**src/rtl/line_unpacker_pkg.sv**
```systemverilog
// Shared beat/word geometry for the frame-buffer packer and unpacker.
// Exposes word width, beat sizes and the unpacker storage depth helper.
package line_unpacker_pkg;

    localparam int unsigned PX_W     = 8;
    localparam int unsigned BEAT_IN  = 8;
    localparam int unsigned BEAT_OUT = 3;

    // Deepest leftover (OUT-1) plus one fresh input beat.
    function automatic int unsigned buff_words(int unsigned in_w,
                                               int unsigned out_w);
        return in_w + out_w - 1;
    endfunction

endpackage

```
**src/rtl/line_unpacker_buffer.sv**
```systemverilog
// Shift/insert word store for the line unpacker.
// Ports: clk_i/rst_i, push_i+in_data_i write IN words at the tail,
// pop_i drops OUT words from the head (or everything when
// clear_on_pop_i), occ_o is the word count, head_o the oldest OUT words.
module unpack_buffer
    import line_unpacker_pkg::*;
#(
    parameter int unsigned IN  = BEAT_IN,
    parameter int unsigned OUT = BEAT_OUT,
    parameter int unsigned W   = PX_W,
    parameter int unsigned VW  = $clog2(buff_words(IN, OUT) + IN + 1)
) (
    input  logic            clk_i,
    input  logic            rst_i,
    input  logic            push_i,
    input  logic            pop_i,
    input  logic            clear_on_pop_i,
    input  logic [W*IN-1:0] in_data_i,
    output logic [VW-1:0]   occ_o,
    output logic [W*OUT-1:0] head_o
);

    localparam int unsigned BUFF = buff_words(IN, OUT);

    logic [W-1:0]  mem_q [BUFF];
    logic [W-1:0]  mem_d [BUFF];
    logic [W-1:0]  mem_x [BUFF+IN];
    logic [VW-1:0] occ_q, occ_d, base;

    always_comb begin
        for (int i = 0; i < BUFF + IN; i++) mem_x[i] = '0;
        for (int i = 0; i < BUFF; i++) mem_x[i] = mem_q[i];
        base = occ_q;
        if (pop_i) begin
            if (clear_on_pop_i) begin
                for (int i = 0; i < BUFF + IN; i++) mem_x[i] = '0;
                base = '0;
            end else begin
                for (int i = 0; i < BUFF - OUT; i++) mem_x[i] = mem_q[i+OUT];
                for (int i = BUFF - OUT; i < BUFF + IN; i++) mem_x[i] = '0;
                base = occ_q - VW'(OUT);
            end
        end
        if (push_i) begin
            for (int j = 0; j < IN; j++)
                mem_x[base + VW'(j)] = in_data_i[j*W +: W];
        end
        occ_d = push_i ? base + VW'(IN) : base;
        for (int i = 0; i < BUFF; i++) mem_d[i] = mem_x[i];
    end

    always_ff @(posedge clk_i) begin
        if (rst_i) begin
            occ_q <= '0;
            for (int i = 0; i < BUFF; i++) mem_q[i] <= '0;
        end else begin
            occ_q <= occ_d;
            for (int i = 0; i < BUFF; i++) mem_q[i] <= mem_d[i];
        end
    end

    always_comb begin
        for (int k = 0; k < OUT; k++) head_o[k*W +: W] = mem_q[k];
    end

    assign occ_o = occ_q;

endmodule

```
**src/rtl/line_unpacker.sv**
```systemverilog
// Line-aware wide-to-narrow beat unpacker; drops per-line padding.
// Ports: clk_i/rst_i, line_len_i, in_* (valid/ready wide beat),
// out_* (valid/ready narrow beat, out_last_o ends the line).
module line_unpacker
    import line_unpacker_pkg::*;
#(
    parameter int unsigned IN  = BEAT_IN,
    parameter int unsigned OUT = BEAT_OUT,
    parameter int unsigned W   = PX_W,
    parameter int unsigned LW  = 16
) (
    input  logic             clk_i,
    input  logic             rst_i,
    input  logic [LW-1:0]    line_len_i,
    input  logic             in_val_i,
    input  logic [W*IN-1:0]  in_data_i,
    output logic             in_rdy_o,
    output logic             out_val_o,
    output logic [W*OUT-1:0] out_data_o,
    output logic             out_last_o,
    input  logic             out_rdy_i
);

    localparam int unsigned BUFF = buff_words(IN, OUT);
    localparam int unsigned VW   = $clog2(BUFF + IN + 1);
    localparam int unsigned IWW  = LW + $clog2(IN * OUT + 1);

    logic [VW-1:0]  occ;
    logic [LW-1:0]  ocnt_q, ocnt_d, llen_q, llen_d, len_eff;
    logic [IWW-1:0] iw_q, iw_d, need;
    logic           push, pop, eol, last_beat, in_done;

    assign len_eff   = (line_len_i == '0) ? LW'(1) : line_len_i;
    assign need      = IWW'(llen_q) * IWW'(OUT);
    assign in_done   = iw_q >= need;
    assign last_beat = ocnt_q == llen_q - LW'(1);

    assign out_val_o  = occ >= VW'(OUT);
    assign out_last_o = out_val_o & last_beat;
    assign pop        = out_val_o & out_rdy_i;
    assign eol        = pop & last_beat;
    assign push       = in_val_i & in_rdy_o;

    // Once the line is fully fetched, hold input off until the eol pop
    // so next-line words never queue behind padding.
    always_comb begin
        if (eol)
            in_rdy_o = 1'b1;
        else if (in_done)
            in_rdy_o = 1'b0;
        else if (pop)
            in_rdy_o = occ - VW'(OUT) + VW'(IN) <= VW'(BUFF);
        else
            in_rdy_o = occ + VW'(IN) <= VW'(BUFF);
    end

    always_comb begin
        ocnt_d = ocnt_q;
        iw_d   = iw_q;
        llen_d = llen_q;
        if (eol) begin
            ocnt_d = '0;
            iw_d   = push ? IWW'(IN) : '0;
            if (push) llen_d = len_eff;
        end else begin
            if (pop)  ocnt_d = ocnt_q + LW'(1);
            if (push) iw_d   = iw_q + IWW'(IN);
            if (ocnt_q == '0 && iw_q == '0) llen_d = len_eff;
        end
    end

    always_ff @(posedge clk_i) begin
        if (rst_i) begin
            ocnt_q <= '0;
            iw_q   <= '0;
            llen_q <= LW'(1);
        end else begin
            ocnt_q <= ocnt_d;
            iw_q   <= iw_d;
            llen_q <= llen_d;
        end
    end

    unpack_buffer #(
        .IN (IN),
        .OUT(OUT),
        .W  (W),
        .VW (VW)
    ) u_buf (
        .clk_i         (clk_i),
        .rst_i         (rst_i),
        .push_i        (push),
        .pop_i         (pop),
        .clear_on_pop_i(last_beat),
        .in_data_i     (in_data_i),
        .occ_o         (occ),
        .head_o        (out_data_o)
    );

endmodule

```
**config.mk**
```make
export PLATFORM = sky130hd
export DESIGN_NAME = line_unpacker
export DESIGN_NICKNAME = d
export VERILOG_FILES = /design/src/rtl/line_unpacker_pkg.sv /design/src/rtl/line_unpacker_buffer.sv /design/src/rtl/line_unpacker.sv
export SDC_FILE = /design/constraint.sdc
export NUM_CORES = 1
export LEC_CHECK = 0
export BUFFER_PORTS_ARGS = -buffer_cell sky130_fd_sc_hd__buf_2
export CORE_MARGIN = 5
export CORE_UTILIZATION = 34
export DETAILED_ROUTE_END_ITERATION = 10
export GPL_TIMING_DRIVEN = 0
export PLACE_DENSITY_LB_ADDON = 0.3
export SLEW_MARGIN = 20
export SYNTH_ARGS = -nofsm -noshare
export SYNTH_HDL_FRONTEND = slang
export SYNTH_SLANG_ARGS = --single-unit
```
**constraint.sdc**
```tcl
create_clock -name clk_i -period 6.05 [get_ports clk_i]
set_input_delay 0.3025 -clock clk_i [delete_from_list [all_inputs] [get_ports clk_i]]
set_output_delay 0.3025 -clock clk_i [all_outputs]
set_load 0.02 [all_outputs]
```
==> results.toml <==
[outcome]
status = "finished, final reports clean"

[routing]
avgRoutedWirePerCell_um = 35.3
vias = 20086
vias_per_cell = 7.08
ant_nets = 0
routed_wl_um = 100000
dr.pass1.iters = 6
drc_errors = 0
drt_iter0_markers = 3178

[pwr]
leakage_nw = 7.11
total_power_mw = 11.2
p_per_area_nw_per_um2 = 623
ir_drop_uv = 301

[run]
cap_violations = 0

[die]
start_util_pct = 34.3
fp.coreArea_um2 = 45300
die_area_um2 = 50000
io-pin-count = 111
rows = 78
die_w_um = 224
dieHeight_um = 224

[layout]
stdcell_area_um2 = 17900
nets = 2375
seqCellArea_um2 = 2710
multiInputGateArea_um2 = 12000
stdcell_count = 2839
mostFrequentLayoutCell = "nor2_1"
layout_common_cells = "nor2_1, nand2_1, dfxtp_1, a21oi_1, buf_2"
drive_above_1_share_pct = 16.9
syn_to_final_growth_pct = 15.5
fillCellCount = 4872

[placement]
postPlaceCellArea_um2 = 16700
gp_congestion = 1.06
hpwlAfterDp_um = 72000
numPortBuffers = 65
dp_cells = 2783

[sta]
worst_pin_slew_ps = 1480
finalCritPeriodShare_pct = 97.9
relSlewSlack_pct = 1.00
fin_tns_setup_ps = 0
setup_viol = 0
worst_hold_slack_ps = 84.5
hold_viol = 0
fmax_mhz = 169
finClkSkew_ps = 18.9
drv_slew = 0
finalCriticalPeriod_ps = 5920

[critical_path]
crit_path_max_fanout = 10
cp-endpoint = "u_buf.mem_q[0][18]"
critPathRequiredTime_ps = 6400
rr_endpoint = "u_buf.mem_q[0][18]"
critPathLaunch = "llen_q[3]"
r2r_slack_ps = 130
critPathKind = "register to register"
setup.worst_path.start_class = "register"
cp.arrival_ps = 6270
r2r_cells = 20
setup.worst_path.end_class = "register"
timing.rr.start = "llen_q[3]"

[logic_synthesis]
synth-main-ff-cell = "dfxtp_1"
synth-edff-count = 0
yosys_warnings = 0
synthCells = 2114
synth_seq_area_share_pct = 17.4
synthArstFlopShare_pct = 0
synthesis.area_um2 = 15500
synth.avg_cell_area_um2 = 7.34
synth_fp_nets = 2266
ys_ff_latch = 135
synth_cell_types = 109

[global_routing]
grt_pass1_vias = 18519
antenna_found_initial = 8
grt_usage_pct = 37.9
grt_max_degree = 17
overflow = 0
grt_pass1_wl_um = 138000

[clock_network]
cts_hold_buf = 0
clk_pin_slew_worst_paths_ps = 70
insertion_delay_ps = 480
numClockSinks = 135
h-tree-depth = 4
cts_buffers = 17
cts_tree = "yes"
cts_root_buf = "clkbuf_16"
clock_tree.buffer_depth = 2

[worst_hold_path]
hold_class = "input pin to register"
hold_path_depth = 3
power breakdown:
group | internal, mW | total, mW | switching [mW]
registers | 1.14 | 1.47 | 0.332
logic | 2.95 | 8.54 | 5.59
clock network | 0.679 | 1.16 | 0.484
logic make-up (layout without fill, tap and decap cells):
| logic type | Yosys count | after routing | synth area share, % |
|---|---|---|---|
| AOI/OAI and AO/OA | 768 | 768 | 36.7 |
| and+or+nand+nor | 686 | 686 | 21.9 |
| buffers and inverters | 291 | 413 | 8.06 |
| DFF | 135 | 135 | 17.4 |
| xor gates and xnor gates | 83 | 83 | 4.96 |
| muxes | 83 | 83 | 5.50 |
| adders and majority gates | 68 | 68 | 5.53 |
| other | 0 | 3 | 0 |
metal layers:
metal	up-vias	global-route usage, %	part of all wire (%)
met5	-	1.80	0.18
met1	9717	47.5	38
li1	8253	-	-
met2	1656	53.6	40
met4	6	22.1	7.1
met3	454	16.6	14
cells in the mapped netlist (all sizes together) (46+ instances only):
| library cell | instances | area (µm²) |
|---|---|---|
| a211oi | 49 | 378 |
| a21oi | 125 | 629 |
| a221oi | 47 | 412 |
| a22oi | 55 | 427 |
| buf | 88 | 485 |
| clkbuf | 122 | 462 |
| dfxtp | 135 | 2700 |
| ha | 67 | 838 |
| inv | 80 | 300 |
| mux2i | 65 | 651 |
| nand2 | 175 | 667 |
| nand3 | 80 | 410 |
| nor2 | 214 | 813 |
| o211ai | 53 | 398 |
| o21ai | 86 | 434 |
| o22ai | 49 | 307 |
| xnor2 | 46 | 410 |
flip-flops by register name, indices dropped and copies added, names as in the netlist:
register and flops:
u_buf.mem_q 80, iw_q 18, llen_q 16, ocnt_q 16
u_buf.occ_o 5
metrics by stage:
| stage | setup WS (ps) | utilization [%] |
|---|---|---|
| after detailed placement | -1520 | 36.8 |
| final | 129 | 39.6 |
| after global placement | -1570 | 36.7 |
| after global routing | -11.5 | 39.6 |
| after CTS | 14.6 | 38.9 |
| after floorplan | 734 | - |
worst min-delay path by stage:
stage,startpoint,endpoint
final,line_len_i[10],llen_q[10]
after detailed placement,u_buf.mem_q[0][64],u_buf.mem_q[0][64]
after CTS,line_len_i[9],llen_q[9]
after global routing,line_len_i[4],llen_q[4]
after floorplan,line_len_i[10],llen_q[10]
after global placement,iw_q[20],iw_q[20]
layout make-up:
type                    count  share of cell area, %
diodes                      3                 0.0419
plain buffers             206                   5.71
clock buffers              20                   2.60
clock inverters            12                  0.830
inverters                  81                   1.70
multi-input cells        1688                   66.7
flip-flops and latches    135                   15.1
well taps                 600                   4.19
repair buffers             94                   3.17
worst max-delay path, cell delays in order (launching register included):
cell and delay [ps]:
dfxtp_1 460, inv_1 100, ha_1 250, and4_1 200, buf_2 150, a21o_1 190, a222oi_1 440, and4_4 350
buf_4 130, nand2_2 160, a22oi_4 230, inv_1 160, ha_2 280, clkbuf_2 240, a31oi_1 230, o41ai_2 150
xnor2_2 500, clkbuf_2 400, nand3_1 440, nor2b_1 340, a211oi_1 350
timing repair:
action / 4_1_cts / 5_1_grt
gates cloned: 0 / 0
setup endpoints to repair: 85 / 91
pin swaps: 8 / 10
gates resized for setup: 53 / 61
setup buffers: 10 / 13
Power figures use the tool's default switching activity.
